### src/rtl/sdram_port_arbiter.sv
// sdram_port_arbiter: two-port arbiter/sequencer in front of the SDRAM
// controller's single valid/ready word port.
//
// Port 0 (instruction fetch) and port 1 (load/store) each present a
// valid/addr/wdata/wmask request (wmask == 0 means read) and receive
// rdata plus a one-cycle ready pulse on completion. The granted request
// is registered onto mem_valid/mem_addr/mem_wdata/mem_wmask and held
// constant until the controller pulses mem_ready. mem_rdata is returned
// only to the granted port, and only for reads.
//
// Ports:
//   clk, rst                  clock, asynchronous active-high reset
//   pX_valid/addr/wdata/wmask request from port X (X = 0, 1)
//   pX_rdata, pX_ready        response to port X
//   mem_valid/addr/wdata/wmask  request to the controller (registered)
//   mem_rdata, mem_ready      response from the controller
//
// Build option: define SDRAM_ARB_RR_EN for round-robin arbitration;
// without it, port 1 has fixed priority over port 0.

module sdram_port_arbiter #(
    parameter int AW = 25,
    parameter int DW = 32
) (
    input  logic          clk,
    input  logic          rst,
    input  logic          p0_valid,
    input  logic [AW-1:0] p0_addr,
    input  logic [DW-1:0] p0_wdata,
    input  logic [3:0]    p0_wmask,
    output logic [DW-1:0] p0_rdata,
    output logic          p0_ready,
    input  logic          p1_valid,
    input  logic [AW-1:0] p1_addr,
    input  logic [DW-1:0] p1_wdata,
    input  logic [3:0]    p1_wmask,
    output logic [DW-1:0] p1_rdata,
    output logic          p1_ready,
    output logic          mem_valid,
    output logic [AW-1:0] mem_addr,
    output logic [DW-1:0] mem_wdata,
    output logic [3:0]    mem_wmask,
    input  logic [DW-1:0] mem_rdata,
    input  logic          mem_ready
);

    typedef enum logic [1:0] {
        IDLE = 2'd0,
        WAIT = 2'd1,
        RESP = 2'd2
    } state_t;

    state_t        state_q, state_d;
    logic          grant_q, grant_d;
    logic          last_q, last_d;
    logic          mem_valid_q, mem_valid_d;
    logic [AW-1:0] mem_addr_q, mem_addr_d;
    logic [DW-1:0] mem_wdata_q, mem_wdata_d;
    logic [3:0]    mem_wmask_q, mem_wmask_d;
    logic [DW-1:0] p0_rdata_q, p0_rdata_d;
    logic [DW-1:0] p1_rdata_q, p1_rdata_d;
    logic          p0_ready_q, p0_ready_d;
    logic          p1_ready_q, p1_ready_d;
    logic          win;

    always_ff @(posedge clk or posedge rst) begin
        if (rst) begin
            state_q     <= IDLE;
            grant_q     <= 1'b0;
            last_q      <= 1'b1;
            mem_valid_q <= 1'b0;
            mem_addr_q  <= '0;
            mem_wdata_q <= '0;
            mem_wmask_q <= '0;
            p0_rdata_q  <= '0;
            p1_rdata_q  <= '0;
            p0_ready_q  <= 1'b0;
            p1_ready_q  <= 1'b0;
        end else begin
            state_q     <= state_d;
            grant_q     <= grant_d;
            last_q      <= last_d;
            mem_valid_q <= mem_valid_d;
            mem_addr_q  <= mem_addr_d;
            mem_wdata_q <= mem_wdata_d;
            mem_wmask_q <= mem_wmask_d;
            p0_rdata_q  <= p0_rdata_d;
            p1_rdata_q  <= p1_rdata_d;
            p0_ready_q  <= p0_ready_d;
            p1_ready_q  <= p1_ready_d;
        end
    end

    always_comb begin
        state_d     = state_q;
        grant_d     = grant_q;
        last_d      = last_q;
        mem_valid_d = mem_valid_q;
        mem_addr_d  = mem_addr_q;
        mem_wdata_d = mem_wdata_q;
        mem_wmask_d = mem_wmask_q;
        p0_rdata_d  = p0_rdata_q;
        p1_rdata_d  = p1_rdata_q;
        p0_ready_d  = p0_ready_q;
        p1_ready_d  = p1_ready_q;

`ifdef SDRAM_ARB_RR_EN
        // On a tie the port that was not served last wins; a lone
        // requester wins outright.
        if (p0_valid && p1_valid) begin
            win = ~last_q;
        end else begin
            win = p1_valid;
        end
`else
        win = p1_valid;
`endif

        case (state_q)
            IDLE: begin
                if (p0_valid || p1_valid) begin
                    mem_addr_d  = win ? p1_addr  : p0_addr;
                    mem_wdata_d = win ? p1_wdata : p0_wdata;
                    mem_wmask_d = win ? p1_wmask : p0_wmask;
                    mem_valid_d = 1'b1;
                    grant_d     = win;
                    state_d     = WAIT;
                end
            end
            WAIT: begin
                // mem_* are held: the controller samples addr in
                // several of its own states.
                if (mem_ready) begin
                    if (mem_wmask_q == 4'b0000) begin
                        if (grant_q) begin
                            p1_rdata_d = mem_rdata;
                        end else begin
                            p0_rdata_d = mem_rdata;
                        end
                    end
                    if (grant_q) begin
                        p1_ready_d = 1'b1;
                    end else begin
                        p0_ready_d = 1'b1;
                    end
                    mem_valid_d = 1'b0;
                    last_d      = grant_q;
                    state_d     = RESP;
                end
            end
            RESP: begin
                // Requests are not sampled here, so a requester's
                // still-high valid is not granted a second time.
                p0_ready_d = 1'b0;
                p1_ready_d = 1'b0;
                state_d    = IDLE;
            end
            default: begin
                state_d = IDLE;
            end
        endcase
    end

    assign mem_valid = mem_valid_q;
    assign mem_addr  = mem_addr_q;
    assign mem_wdata = mem_wdata_q;
    assign mem_wmask = mem_wmask_q;
    assign p0_rdata  = p0_rdata_q;
    assign p1_rdata  = p1_rdata_q;
    assign p0_ready  = p0_ready_q;
    assign p1_ready  = p1_ready_q;

endmodule
### config.mk
export PLATFORM = sky130hd
export DESIGN_NAME = sdram_port_arbiter
export DESIGN_NICKNAME = d
export VERILOG_FILES = /design/src/rtl/sdram_port_arbiter.sv
export SDC_FILE = /design/constraint.sdc
export NUM_CORES = 1
export LEC_CHECK = 0
export CORE_AREA = 2 2 110 112
export DETAILED_ROUTE_END_ITERATION = 12
export DIE_AREA = 0 0 112 114
export DONT_BUFFER_PORTS = 1
export GPL_TIMING_DRIVEN = 0
export PLACE_DENSITY = 0.62
export SLEW_MARGIN = 40
export SYNTH_ARGS = -nofsm -noshare
export SYNTH_HDL_FRONTEND = slang
export SYNTH_SLANG_ARGS = --single-unit
### constraint.sdc
create_clock -name clk -period 4.59 [get_ports clk]
set_input_delay 0.459 -clock clk [delete_from_list [all_inputs] [get_ports clk]]
set_output_delay 0.459 -clock clk [all_outputs]
set_load 0.02 [all_outputs]
Word level (Yosys, flattened, before mapping)
Index checks and enable logic that the tools add are counted.
- equality and inequality tests: 6
- multiplexer cells: 15
- bitwise gates (word level): 1
- reductions and logical operators: 12
- operator list (operator ; count):
    2-to-1 mux 32 bit ; 1
    2-to-1 mux 25 bit ; 1
    AND reduction 3 bit ; 3
    != test 2 bit (second input constant) ; 4
    AND reduction 4 bit ; 2
    2-to-1 mux 1 bit ; 6
    case mux 1 bit (2 select lines) ; 3
    zero test 4 bit ; 1
    2-to-1 mux 2 bit ; 2
    2-to-1 mux 4 bit ; 1
    case mux 2 bit (2 select lines) ; 1
    AND reduction 2 bit ; 2
    nonzero test 2 bit ; 2
    == test 2 x 1 -> 1 bit (second input constant) ; 1
    == test 2 bit (second input constant) ; 1
    zero test 2 bit ; 1
    logical OR 1 bit ; 1
    NOT 1 bit ; 1
- flip-flop bits (word level): 131
- input bits: 159
- output and inout port bits: 128
- word-level logic and storage cells: 44

Longest topological paths before layout
- word-level depth: 3
- mapped depth: 5
- mapped depth without buffers: 4

Worst setup path after synthesis
OpenSTA, ideal clock, no wires.
- kind: register to register
- start: reg mem_wmask_q[0], in the netlist mem_wmask[0]
- end: reg p0_rdata_q[0], in the netlist p0_rdata[0]
- setup time: 0.125 ns
- arrival time: 1.660 ns
- required time: 4.465 ns
- path slack: 2.805 ns
- stages on the path, launching flop included: 5
- buffers on the path: 1
- period minus slack after synthesis: 1.785 ns
- path through: dfrtp_1 nor4_2 nor3b_2 buf_6 mux2_2
- longest elaborated chain between the ends: 2
- RTL lines (what ; line ; RTL):
    start, declared ; 59 ; logic [3:0] mem_wmask_q, mem_wmask_d;
    start signal, assigned ; 86 ; mem_wmask_q <= mem_wmask_d;
    zero test 4 bit ; 134 ; if (mem_wmask_q == 4'b0000) begin
    AND reduction 4 bit (no source line) ; - ;
    end signal, assigned ; 87 ; p0_rdata_q <= p0_rdata_d;
    end, declared ; 60 ; logic [DW-1:0] p0_rdata_q, p0_rdata_d;
No other way between the ends.
A chain may end at the register's enable or synchronous reset.

Final worst setup path
- start: reg mem_wmask_q[0], in the netlist mem_wmask[0]
- end: reg p0_rdata_q[7], in the netlist p0_rdata[7]
Same word-level chain as after synthesis.

==> results.md <==
- The flow ran to the end, and the final reports show no timing, DRC or antenna violations.
- For the worst setup path, the data required time is 4880 ps.
- Summing all multi-input logic gate instances after layout gives 2210 um2.
- Headroom to the max-slew limit came out at 0.591.
- The worst setup path is launched from a flip-flop.
- The total congestion overflow after global routing is 0.
- The layout-stage area growth over the synthesis result is 14.5%.
- The root buffer selected by CTS is sky130_fd_sc_hd__clkbuf_16.
- The design area is 6430 um2.
- Detailed routing inserted a total of 2946 vias.
- Across every metal layer, demand over resource in global routing totals 0.189.
- The total number of placement rows is 40.
- The maximum number of pins on one net before global-route repair is 77.
- The number of pins exceeding their max-slew limit in the final report is 0.
- The largest fanout on the critical path is 10.
- The share of the Yosys chip area taken by registers is 0.584.
- The number of nets in the layout is 537.
- The total design power is 4760 uW.
- The die is 114 um tall.
- The worst path in the final design needs a cycle of 2170 ps, including I/O delays and setup.
- STA classifies the critical path endpoint as a flip-flop.
- The number of library cell types mapped by synthesis is 20.
- Of all cell types, the one taking the most synthesized area is sky130_fd_sc_hd__dfrtp_1.
- The initial antenna violation count is 0.
- The CTS tree is built.
- Of the cells placed in the final design, the portion with a size suffix greater than 1 is 0.595.
- The first global-routing pass estimated 18.2 mm of wire.
- The clock tree synthesis step divided the H-tree into 4 levels.
- The worst-case setup slack after placement is 2370 ps.
- The number of buffers added by the clock tree synthesis step is 17.
- The share of synthesized area in the top cell type comes to 0.584.
- Yosys printed 0 warnings.
- For this design the ratio of total power to cell area is 740 nW/um2.
- The fill cell instance count of the final layout is 964.
- The floorplan step defined a die boundary enclosing 12800 um2.
- The leakage power figure is 0.00289 uW.
- Clock tree synthesis found a total of 131 sinks.
- After synthesis, the cell types taking the most area are sky130_fd_sc_hd__dfrtp_1 (58%), sky130_fd_sc_hd__mux2_2 (37%), sky130_fd_sc_hd__buf_2 (1.1%).
- The count of endpoints failing hold in the final timing report is 0.
- The flip-flop and latch count after synthesis is 131.
- Summed over all nets, the half-perimeter wirelength after detailed placement is 9.04 mm.
- For the pin with the worst max-slew slack, the measured transition is 611 ps.
- The worst path meets setup with 2420 ps of slack.
- A synthesized cell averages 15.7 um2.
- The setup slack of the worst register-to-register path is 2420 ps.
- VDD sags by at most 0.339 mV.
- The synthesized area is 5620 um2.
- The count of boundary I/O pins is 287.
- The share of the cycle needed by the critical path after routing is 0.472.
- For this configuration, the core starts out at a cell density of 0.479.
- At the later pin of the worst-skew pair, clock insertion delay measures 410 ps.
- The area of the core region is 11700 um2.
- The type of the setup path with the least slack is reg2reg.
- After detailed routing, the number of vias per cell comes to 5.49.
- The final setup skew is 4.70 ps.
- Counting along the longest clock path gives a buffer depth of 2.
- For this run, design rule violations remaining after detail routing come to 0.
- Clock-pin slew was measured on the worst setup and hold paths at 50 ps.
- Timing would allow up to 0.462 GHz.
- The post-synthesis cell count is 357.
- Counting every net in the synthesized netlist gives 516.
- The post-CTS setup-driven buffer insertion count is 0.
- The iteration count of the initial detailed-routing pass is 3.
- Data arrives at the worst endpoint at 2450 ps.
- The total of endpoints with negative setup slack in the final report is 0.
- The DRC violation total after the first TritonRoute iteration is 87.
- Setup repair after global routing left no endpoint under its margin.
- The final wirelength is 12.1 mm.
- The diode insertion count for antenna repair is 0.
- The detail route stage leaves a number of antenna-violating nets equal to 0.
- Dividing the detail-routed wire length by the instance count gives 22.5 um.
- The class of the tightest hold or removal check is in2reg.
- The sequential standard cell area is 3280 um2.
- The final worst hold slack is 191 ps.
- The max-cap check violation count is 0.
- The number of I/O port buffers is 0.
- The via count of the first global-routing pass is 3294.
- The die is 112 um wide.
- The total placed instance area is 5830 um2.
- The routability-driven placement congestion ratio is 0.737.
-- layer usage --
layer / part of all wire / global-route usage / wire (um) / vias to the layer above
met5: 0 / 0 / 0 / -
met4: 0.024 / 0.0886 / 288 / 0
met3: 0.12 / 0.0925 / 1420 / 21
met2: 0.51 / 0.314 / 6130 / 160
met1: 0.35 / 0.204 / 4240 / 1448
li1: - / - / - / 1317
-- state kept, by name, summed over array words and instances (netlist names) --
register	flops
p0_ready	1
p0_rdata	32
mem_addr	25
mem_valid	1
p1_rdata	32
mem_wmask	4
mem_wdata	32
grant_q	1
p1_ready	1
state_q	2
-- per-stage QoR --
step	setup TNS, ps	instances	utilization
finish	0	537	0.549
global route	0	537	0.549
CTS	0	537	0.549
detailed placement	0	505	0.498
global placement	-88410	504	0.495
floorplan	0	357	-
-- where the power goes --
group	internal [uW]	switching [uW]
Sequential	1640	987
Combinational	528	296
Clock	856	448
Total	3030	1730
-- layout make-up --
type | instances | area share
buffer | 20 | 0.0175
timing repair buffer | 2 | 0.00584
clock inverter | 3 | 0.00623
multi-input combinational | 202 | 0.344
tap | 147 | 0.0286
clock buffer | 28 | 0.0850
sequential | 131 | 0.510
inverter | 4 | 0.00350
-- worst max-delay path, cell delays in order (launching register included) --
cell                      delay, ps
sky130_fd_sc_hd__dfrtp_1        480
sky130_fd_sc_hd__nor4_2         390
sky130_fd_sc_hd__nor3b_2        590
sky130_fd_sc_hd__buf_6          240
sky130_fd_sc_hd__mux2_2         350
-- layout by cell type (no fill, tap or decap) --
master,synthesis,routed
sky130_fd_sc_hd__a22o_1,2,2
sky130_fd_sc_hd__a31o_2,1,1
sky130_fd_sc_hd__dfrtp_1,131,131
sky130_fd_sc_hd__nor3b_2,1,1
sky130_fd_sc_hd__nand3_1,1,1
sky130_fd_sc_hd__clkinv_2,0,2
sky130_fd_sc_hd__a21o_1,2,2
sky130_fd_sc_hd__mux2_2,184,184
sky130_fd_sc_hd__clkbuf_8,0,8
sky130_fd_sc_hd__buf_6,3,3
sky130_fd_sc_hd__inv_8,0,1
sky130_fd_sc_hd__buf_16,0,1
sky130_fd_sc_hd__o21a_1,1,1
sky130_fd_sc_hd__nor2_1,2,2
sky130_fd_sc_hd__bufinv_16,0,1
sky130_fd_sc_hd__buf_2,12,12
sky130_fd_sc_hd__inv_1,4,3
sky130_fd_sc_hd__dlygate4sd3_1,0,1
sky130_fd_sc_hd__nand3b_1,1,1
sky130_fd_sc_hd__buf_1,1,1
sky130_fd_sc_hd__o21ai_0,2,2
sky130_fd_sc_hd__clkbuf_16,0,17
sky130_fd_sc_hd__nor3b_1,1,1
sky130_fd_sc_hd__nand2_1,1,1
sky130_fd_sc_hd__nor4_2,1,1
sky130_fd_sc_hd__mux2_1,2,2
sky130_fd_sc_hd__clkbuf_1,4,7
-- timing repair --
| action | in CTS | in global routing |
|---|---|---|
| endpoints found under the hold margin | 55 | 0 |
| hold buffers | 1 | 0 |
| gates resized for setup | 0 | 0 |
-- final timing paths --
path	start	to	cells past startpoint
min in group asynchronous	rst	p1_rdata[15]	2
hold / removal	mem_rdata[28]	p0_rdata[28]	1
hold reg to reg	state_q[0]	state_q[0]	1
setup / recovery	mem_wmask[0]	p0_rdata[7]	4
setup reg to reg	mem_wmask[0]	p0_rdata[7]	4
max in group asynchronous	rst	mem_addr[9]	3
-- kinds of logic after synthesis --
group	Yosys count	share of synthesized area
compound gates	8	0.0105
buf+inv	24	0.0227
flops	131	0.584
mux	186	0.373
simple gates	8	0.0100
-- cells in the mapped netlist, drive strengths merged --
cell and count:
a21o 2, a22o 2, a31o 1, buf 16, clkbuf 4, dfrtp 131
inv 4, mux2 186, nand2 1, nand3 1, nand3b 1, nor2 2
nor3b 2, nor4 1, o21a 1, o21ai 2
Note: power is estimated with default switching activity, not from simulation.
